**src/rtl/adder_arbiter_if.sv**
```systemverilog
// Request, response and shared-adder signals between requesters, the arbiter and the adder.
// slave is the arbiter side; master is the requester/consumer/adder side.
interface adder_arbiter_if #(
    parameter int NREQ  = 4,
    parameter int WIDTH = 32,
    parameter int IDW   = $clog2(NREQ)
) ();
    logic [NREQ-1:0]       req_valid;
    logic [NREQ-1:0]       req_ready;
    logic [NREQ*WIDTH-1:0] req_a;
    logic [NREQ*WIDTH-1:0] req_b;
    logic [WIDTH-1:0]      add_a;
    logic [WIDTH-1:0]      add_b;
    logic [WIDTH-1:0]      add_sum;
    logic                  resp_valid;
    logic                  resp_ready;
    logic [IDW-1:0]        resp_id;
    logic [WIDTH-1:0]      resp_sum;
    logic                  resp_carry;

    modport slave (
        input  req_valid, req_a, req_b, add_sum, resp_ready,
        output req_ready, add_a, add_b, resp_valid, resp_id, resp_sum, resp_carry
    );

    modport master (
        output req_valid, req_a, req_b, add_sum, resp_ready,
        input  req_ready, add_a, add_b, resp_valid, resp_id, resp_sum, resp_carry
    );
endinterface

```
**src/rtl/adder_arbiter.sv**
```systemverilog
// Round-robin arbiter sharing one external adder among NREQ requesters; response 2 edges after grant.
// resp_ready low holds the response stable and stalls every requester (req_ready stays zero).
module adder_arbiter #(
    parameter int NREQ  = 4,
    parameter int WIDTH = 32,
    parameter int IDW   = $clog2(NREQ)
) (
    input  logic           clk,
    input  logic           rst,
    adder_arbiter_if.slave bus
);
    typedef enum logic [1:0] {IDLE, ADD, RESP} state_t;

    state_t           state, state_nxt;
    logic [IDW-1:0]   last;
    logic [IDW-1:0]   gnt_idx;
    logic [IDW-1:0]   cand;
    logic             gnt_vld;
    logic [NREQ-1:0]  req_ready_w;
    logic [WIDTH-1:0] op_a [NREQ];
    logic [WIDTH-1:0] op_b [NREQ];

    logic [WIDTH-1:0] add_a_q, add_b_q, resp_sum_q;
    logic [IDW-1:0]   resp_id_q;
    logic             resp_valid_q, resp_carry_q;

    for (genvar g = 0; g < NREQ; g++) begin : g_unpack
        assign op_a[g] = bus.req_a[g*WIDTH +: WIDTH];
        assign op_b[g] = bus.req_b[g*WIDTH +: WIDTH];
    end

    // Scan downward so the closest requester after 'last' is the final one written.
    always_comb begin
        gnt_vld = 1'b0;
        gnt_idx = '0;
        cand    = '0;
        for (int i = NREQ; i >= 1; i--) begin
            cand = IDW'((int'(last) + i) % NREQ);
            if (bus.req_valid[cand]) begin
                gnt_vld = 1'b1;
                gnt_idx = cand;
            end
        end
    end

    always_comb begin
        req_ready_w = '0;
        if (state == IDLE && !rst && gnt_vld) begin
            req_ready_w[gnt_idx] = 1'b1;
        end
    end

    always_comb begin
        state_nxt = state;
        case (state)
            IDLE:    if (gnt_vld) state_nxt = ADD;
            ADD:     state_nxt = RESP;
            RESP:    if (bus.resp_ready) state_nxt = IDLE;
            default: state_nxt = IDLE;
        endcase
    end

    always_ff @(posedge clk) begin
        if (rst) begin
            state <= IDLE;
        end else begin
            state <= state_nxt;
        end
    end

    always_ff @(posedge clk) begin
        if (rst) begin
            last         <= IDW'(NREQ - 1);
            add_a_q      <= '0;
            add_b_q      <= '0;
            resp_id_q    <= '0;
            resp_sum_q   <= '0;
            resp_carry_q <= 1'b0;
            resp_valid_q <= 1'b0;
        end else begin
            case (state)
                IDLE: begin
                    if (gnt_vld) begin
                        add_a_q   <= op_a[gnt_idx];
                        add_b_q   <= op_b[gnt_idx];
                        resp_id_q <= gnt_idx;
                        last      <= gnt_idx;
                    end
                end
                ADD: begin
                    // Wrap-around of an unsigned add shows up as a sum below either operand.
                    resp_sum_q   <= bus.add_sum;
                    resp_carry_q <= (bus.add_sum < add_a_q);
                    resp_valid_q <= 1'b1;
                end
                RESP: begin
                    if (bus.resp_ready) begin
                        resp_valid_q <= 1'b0;
                    end
                end
                default: ;
            endcase
        end
    end

    assign bus.req_ready  = req_ready_w;
    assign bus.add_a      = add_a_q;
    assign bus.add_b      = add_b_q;
    assign bus.resp_valid = resp_valid_q;
    assign bus.resp_id    = resp_id_q;
    assign bus.resp_sum   = resp_sum_q;
    assign bus.resp_carry = resp_carry_q;
endmodule

```
**src/flat_wrapper.sv**
```systemverilog
// flat-port wrapper written by rule: the top's interface ports become plain ports
module adder_arbiter_flat 
#(
    parameter int NREQ  = 4,
    parameter int WIDTH = 32,
    parameter int IDW   = $clog2(NREQ)
)
  (clk, rst, bus_req_valid, bus_req_a, bus_req_b, bus_add_sum, bus_resp_ready, bus_req_ready, bus_add_a, bus_add_b, bus_resp_valid, bus_resp_id, bus_resp_sum, bus_resp_carry);
  adder_arbiter_if #(.NREQ(NREQ), .WIDTH(WIDTH), .IDW(IDW)) bus_i ();
  input  logic clk;
  input  logic rst;
  input wire logic [$bits(bus_i.req_valid)-1:0] bus_req_valid;
  input wire logic [$bits(bus_i.req_a)-1:0] bus_req_a;
  input wire logic [$bits(bus_i.req_b)-1:0] bus_req_b;
  input wire logic [$bits(bus_i.add_sum)-1:0] bus_add_sum;
  input wire logic [$bits(bus_i.resp_ready)-1:0] bus_resp_ready;
  output wire logic [$bits(bus_i.req_ready)-1:0] bus_req_ready;
  output wire logic [$bits(bus_i.add_a)-1:0] bus_add_a;
  output wire logic [$bits(bus_i.add_b)-1:0] bus_add_b;
  output wire logic [$bits(bus_i.resp_valid)-1:0] bus_resp_valid;
  output wire logic [$bits(bus_i.resp_id)-1:0] bus_resp_id;
  output wire logic [$bits(bus_i.resp_sum)-1:0] bus_resp_sum;
  output wire logic [$bits(bus_i.resp_carry)-1:0] bus_resp_carry;
  assign bus_i.req_valid = bus_req_valid;
  assign bus_i.req_a = bus_req_a;
  assign bus_i.req_b = bus_req_b;
  assign bus_i.add_sum = bus_add_sum;
  assign bus_i.resp_ready = bus_resp_ready;
  assign bus_req_ready = bus_i.req_ready;
  assign bus_add_a = bus_i.add_a;
  assign bus_add_b = bus_i.add_b;
  assign bus_resp_valid = bus_i.resp_valid;
  assign bus_resp_id = bus_i.resp_id;
  assign bus_resp_sum = bus_i.resp_sum;
  assign bus_resp_carry = bus_i.resp_carry;
  adder_arbiter #(.NREQ(NREQ), .WIDTH(WIDTH), .IDW(IDW)) u_core (.clk(clk), .rst(rst), .bus(bus_i));
endmodule
```
**config.mk**
```make
export PLATFORM = sky130hd
export DESIGN_NAME = adder_arbiter_flat
export DESIGN_NICKNAME = d
export VERILOG_FILES = /design/src/rtl/adder_arbiter_if.sv /design/src/rtl/adder_arbiter.sv /design/src/flat_wrapper.sv
export SDC_FILE = /design/constraint.sdc
export NUM_CORES = 1
export LEC_CHECK = 0
export BUFFER_PORTS_ARGS = -buffer_cell sky130_fd_sc_hd__buf_2
export CORE_AREA = 3 3 155 157
export CTS_CLUSTER_SIZE = 14
export DETAILED_ROUTE_END_ITERATION = 16
export DIE_AREA = 0 0 158 160
export SKIP_CTS_REPAIR_TIMING = 1
export SYNTH_ARGS = -nofsm -noshare
export SYNTH_HDL_FRONTEND = slang
export SYNTH_SLANG_ARGS = --single-unit
```
**constraint.sdc**
```tcl
create_clock -name clk -period 1.9 [get_ports clk]
set_input_delay 0.285 -clock clk [delete_from_list [all_inputs] [get_ports clk]]
set_output_delay 0.285 -clock clk [all_outputs]
set_load 0.1 [all_outputs]
```
==> impl_metrics.toml, run 1 <==
[timing]
setup_violations = 4
hold_viol_final = 0
setup_ws_ns = -0.141
finalCritPeriodShare = 1.07
worst_pin_slew_ns = 0.535
slew_violations = 0
rsz0062_at_grt = "yes"
fin_worst_skew_ns = 0.0102
timing.fmax_mhz = 490
relSlewSlack = 0.646
whs_ns = 0.158
period_needed_ns = 2.04

[power]
pwr-share-seq = 0.284
ir_worst_vdd_v = 0.000412
p_switching_mw = 4.71
clkPwrFrac = 0.204
p_int_mw = 4.96
switching_share = 0.487
p_leak_nw = 4.69
powerDensity_mw_per_mm2 = 1070
pwr-share-comb = 0.512

[run_status]
status = "finished with violations"
violations = "setup timing"

[grt]
grt_max_degree = 55
grt_use_met1 = 0.190
overflow = 0
grtUsageTotal = 0.165
grtUsageMet2 = 0.307
antenna_found_initial = 2
grt_busiest_layer = "met2"
use_met3 = 0.0325
grt_pass1_vias = 6338
grt_pass1_wl_um = 32900

[place]
hpwl_um = 17900
io_buffers = 398
gp_congestion = 0.851
place_ws_ns = 0.0349

[route]
first_iter_violations = 203
first_pass_iters = 4
routed_wl_um = 22200
via_count = 6355
final_antenna_net_count = 0
wire_per_inst_um = 16.4
drcViolationCount = 0
vias_per_cell = 4.69

[flow_run]
maxCapViolCount = 0

[worst_setup_path]
path_class = "reg -> out"
cp.required_ns = 1.62
critPathMaxFanout = 7
cp-start-kind = "register"
arrival_ns = 1.76
worstSetupEndpointType = "output port"

[clock_tree]
clk_latency_ns = 0.35
clock_sinks = 104
cts_tree = "done"
cts_htree_levels = 3
clk_pin_slew_ns = 0.08
ctsRootBufferMaster = "clkbuf_16"
cts_max_path_buffers = 2
cts_buffers = 9

[yosys]
yosysWarnings = 0
async_flop_share = 0
seq_area_frac_synth = 0.344
synthesis.nets = 986
synth.ff_latch_count = 104
syn_area_per_cell_sq_um = 9.18
synth_edf_count = 0
synth_ff_type = "dfxtp_1"
synth_cell_types = 39
synthesis.area_sq_mm = 0.00606
synthCells = 660

[worst_hold_path]
min_path_type = "in -> reg"

[die]
dieArea_sq_mm = 0.0253
rows = 55
die_y_um = 160
coreArea_sq_mm = 0.0226
ioPinCount = 399
die_w_um = 158
start_util = 0.268

[finish]
layout.nets = 1391
drive_above_1_share = 0.487
multi_input_area_sq_mm = 0.00360
nFillCells = 2311
seq_area_sq_mm = 0.00212
area_growth_pct = 48.6
[power by group through the flow]
| stage | Combinational [mW] | Clock [mW] | Sequential [mW] |
|---|---|---|---|
| after CTS | 4.94 | 2.05 | 2.75 |
| after global routing | 5.24 | 2.11 | 2.80 |
| final | 4.95 | 1.97 | 2.75 |
| after floorplan | 1.54 | 0 | 5.01 |
| after global placement | 4.90 | 0 | 2.79 |
| after detailed placement | 4.94 | 0 | 2.79 |
[Yosys cell counts, types with 3 or more instances]
cell      count  area, sq um
a211oi_1      3         22.5
nand2_1     138          518
a21oi_1      51          255
clkbuf_1     20         75.1
mux2i_1     128         1280
buf_2         8         40.0
nand2b_1      5         31.3
o221ai_2     20          300
dfxtp_1     104         2080
inv_1        33          124
nor2_1       15         56.3
nor2b_1       3         18.8
o221ai_1     44          385
nand4_1       5         31.3
buf_6        18          203
o21ai_0       5         25.0
ha_1         31          388
a21o_1        6         45.0
[stage by stage]
stage          power, mW  cell area, sq um  std cells  utilization  setup TNS, ns
2_1_floorplan       6.55              6130        660            -         -0.108
3_3_place_gp        7.70              8620       1335        0.381              0
3_5_place_dp        7.73              8620       1335        0.381              0
4_1_cts             9.74              8920       1350        0.394         -0.905
5_1_grt             10.2              9000       1355        0.398         -0.845
6_report            9.67              9000       1355        0.398         -0.473
[registers in the layout, summed over array words and instances, names as in the netlist]
register,count
u_core.state,2
u_core.bus.resp_carry,1
u_core.bus.add_b,32
u_core.bus.resp_id,2
u_core.bus.resp_sum,32
u_core.bus.add_a,32
u_core.bus.resp_valid,1
u_core.last,2
[cell families after synthesis]
logic type,synth area share
muxes,0.212
AOI/OAI and AO/OA,0.187
DFF,0.344
buffers and inverters,0.0748
adders and majority gates,0.0640
and+or+nand+nor,0.119
[routing by layer]
layer | vias to the layer above | wire length (um)
li1 | 3197 | -
met1 | 2888 | 8910
met2 | 249 | 11400
met3 | 19 | 1580
met4 | 2 | 316
met5 | - | 13
[placed cells by master, fill, tap and decap left out, drive strengths merged, types with 11 or more instances in the layout]
cell / synthesis / layout
o221ai: 64 / 64
buf: 28 / 441
inv: 33 / 35
dfxtp: 104 / 104
nor2: 17 / 17
nand2: 138 / 138
mux2i: 128 / 128
ha: 31 / 31
clkbuf: 20 / 11
a21oi: 51 / 51
[area by class of cell]
| type | count | share of cell area |
|---|---|---|
| Antenna cell | 1 | 0.000278 |
| Clock buffer | 10 | 0.0265 |
| Clock inverter | 5 | 0.00709 |
| Inverter | 33 | 0.0138 |
| Multi-Input combinational cell | 475 | 0.400 |
| Sequential cell | 104 | 0.235 |
| Tap cell | 285 | 0.0396 |
| Timing Repair Buffer | 442 | 0.277 |
[critical path: stages, from the launching register on]
cell      delay (ns)
dfxtp_2         0.33
and2b_1         0.19
o21ai_2         0.15
o311ai_4        0.15
nand2b_4        0.24
nor2b_4         0.15
buf_12          0.18
[final timing paths]
| path | startpoint | endpoint | slack [ns] | depth (start not counted) |
|---|---|---|---|---|
| max reg2reg | u_core.last[0] | u_core.bus.add_b[25] | 0.13 | 7 |
| min reg2reg | u_core.bus.resp_sum[27] | u_core.bus.resp_sum[27] | 0.46 | 2 |
| max | u_core.last[0] | bus_req_ready[0] | -0.14 | 6 |
| min | rst | u_core.state[0] | 0.16 | 2 |
Note: power is estimated with default switching activity, not from simulation.
==> run 2: changes to the inputs <==
- REMOVE_ABC_BUFFERS: unset -> 1
==> impl_metrics.toml, run 2 (synthesis results as in run 1) <==
[power]
powerDensity_mw_per_mm2 = 1070
ir_worst_vdd_v = 0.000537
finalPower_mw = 9.53
p_leak_nw = 4.67

[run_status]
violations = "setup timing"
status = "finished with violations"

[finish]
layout.nets = 1391
drive_above_1_share = 0.460
layout_common_cells = "394 x buf_2, 137 x nand2_1, 128 x mux2i_1"
seq_area_sq_mm = 0.00208
multi_input_area_sq_mm = 0.00360
area_growth_pct = 47.2
fin_area_sq_mm = 0.00892
final_common_cell = "buf_2"
diodes = 0
nFillCells = 2313

[worst_hold_path]
min_path_cells = 2
min_path_type = "in -> reg"
hold_path_end = "u_core.state[0]"
hp-start = "rst"

[die]
coreArea_sq_mm = 0.0226
ioPinCount = 399
rows = 55
start_util = 0.268
die_y_um = 160
die_w_um = 158
dieArea_sq_mm = 0.0253

[place]
gp_congestion = 0.855
io_buffers = 398
hpwl_um = 18500
postPlaceCellArea_sq_mm = 0.00857

[timing]
relSlewSlack = 0.649
worst_pin_slew_ns = 0.530
fin_worst_skew_ns = 0.00824
setup_ws_ns = -0.187
setup_violations = 4
rsz0062_at_grt = "yes"
timing.fmax_mhz = 479
finalCritPeriodShare = 1.10
slew_violations = 0
hold_viol_final = 0
period_needed_ns = 2.09

[worst_setup_path]
critPathMaxFanout = 6
reg2regPathDepth = 7
critical-path-top-delay-family = "simple AND/OR/NAND/NOR gates"
max_stage_delay_ns = 0.34
crit_buf_inv = 1
arrival_ns = 1.80
cp.required_ns = 1.62
cp_slowest_cell = "dfxtp_2"
cp.depth = 6
worstPathCellList = "and2b_1 > o21ai_2 > o311ai_4 > nand2b_4 > nor2b_4 > buf_12"
cp-start-kind = "register"
reg2reg_slack_ns = 0.07
timing.rr.start = "u_core.last[0]"
r2r-end = "u_core.bus.add_a[18]"
path_class = "reg -> out"
worstSetupEndpointType = "output port"

[clock_tree]
clk_latency_ns = 0.35
clk_pin_slew_ns = 0.08
cts_htree_levels = 3
cts_max_path_buffers = 2
ctsRootBufferMaster = "clkbuf_16"
clock_sinks = 104
cts_tree = "done"
cts_buffers = 9

[grt]
grt_pass1_wl_um = 33500
grt_pass1_vias = 6249
grt_max_degree = 40
grt_busiest_layer = "met2"
overflow = 0
grtUsageTotal = 0.168
grt_use_met1 = 0.209
grtUsageMet2 = 0.292
use_met3 = 0.0314
antenna_found_initial = 1

[route]
wire_per_inst_um = 16.6
drcViolationCount = 0
final_antenna_net_count = 0
routed_wl_um = 22500
first_pass_iters = 4
first_iter_violations = 223
via_count = 6288
vias_per_cell = 4.64

[flow_run]
maxCapViolCount = 0
==> run 2: metal layers <==
layer | routed length [um] | vias to the layer above | part of all wire
met5 | 0 | - | 0
met4 | 456 | 0 | 0.020
met3 | 1530 | 26 | 0.068
met2 | 11000 | 243 | 0.49
met1 | 9490 | 2827 | 0.42
li1 | - | 3192 | -
==> run 2: worst max path at each step <==
stage,start,to,slack [ns]
after global routing,u_core.last[0],bus_req_ready[0],-0.25
after global placement,bus_req_valid[0],bus_req_ready[3],-0.01
after floorplan,u_core.last[0],bus_req_ready[2],-4.83
after CTS,u_core.last[0],bus_req_ready[0],-0.37
final,u_core.last[0],bus_req_ready[0],-0.19
after detailed placement,bus_req_valid[0],bus_req_ready[3],-0.04
==> run 2: area by class of cell <==
cell class,count,area share
tap,285,0.0400
timing repair buffer,442,0.277
sequential,104,0.234
inverter,33,0.0139
clock buffer,11,0.0272
multi-input combinational,475,0.403
clock inverter,5,0.00519
==> run 2: power by group <==
group	switching (mW)	internal, mW	leakage (nW)
registers	0.206	2.51	0.856
logic	3.60	1.34	3.67
clock network	0.923	0.955	0.143
==> run 2: stage by stage <==
| step | hold slack (ns) | utilization | setup WS [ns] | setup TNS, ns | std cells |
|---|---|---|---|---|---|
| detailed placement | 0.442 | 0.379 | -0.0369 | -0.0487 | 1337 |
| CTS | 0.137 | 0.391 | -0.374 | -1.19 | 1353 |
| global placement | 0.439 | 0.379 | -0.00981 | -0.00981 | 1337 |
| global route | 0.147 | 0.394 | -0.247 | -0.836 | 1355 |
| finish | 0.164 | 0.394 | -0.187 | -0.609 | 1355 |
| floorplan | 0.354 | - | -4.83 | -231.62 | 612 |
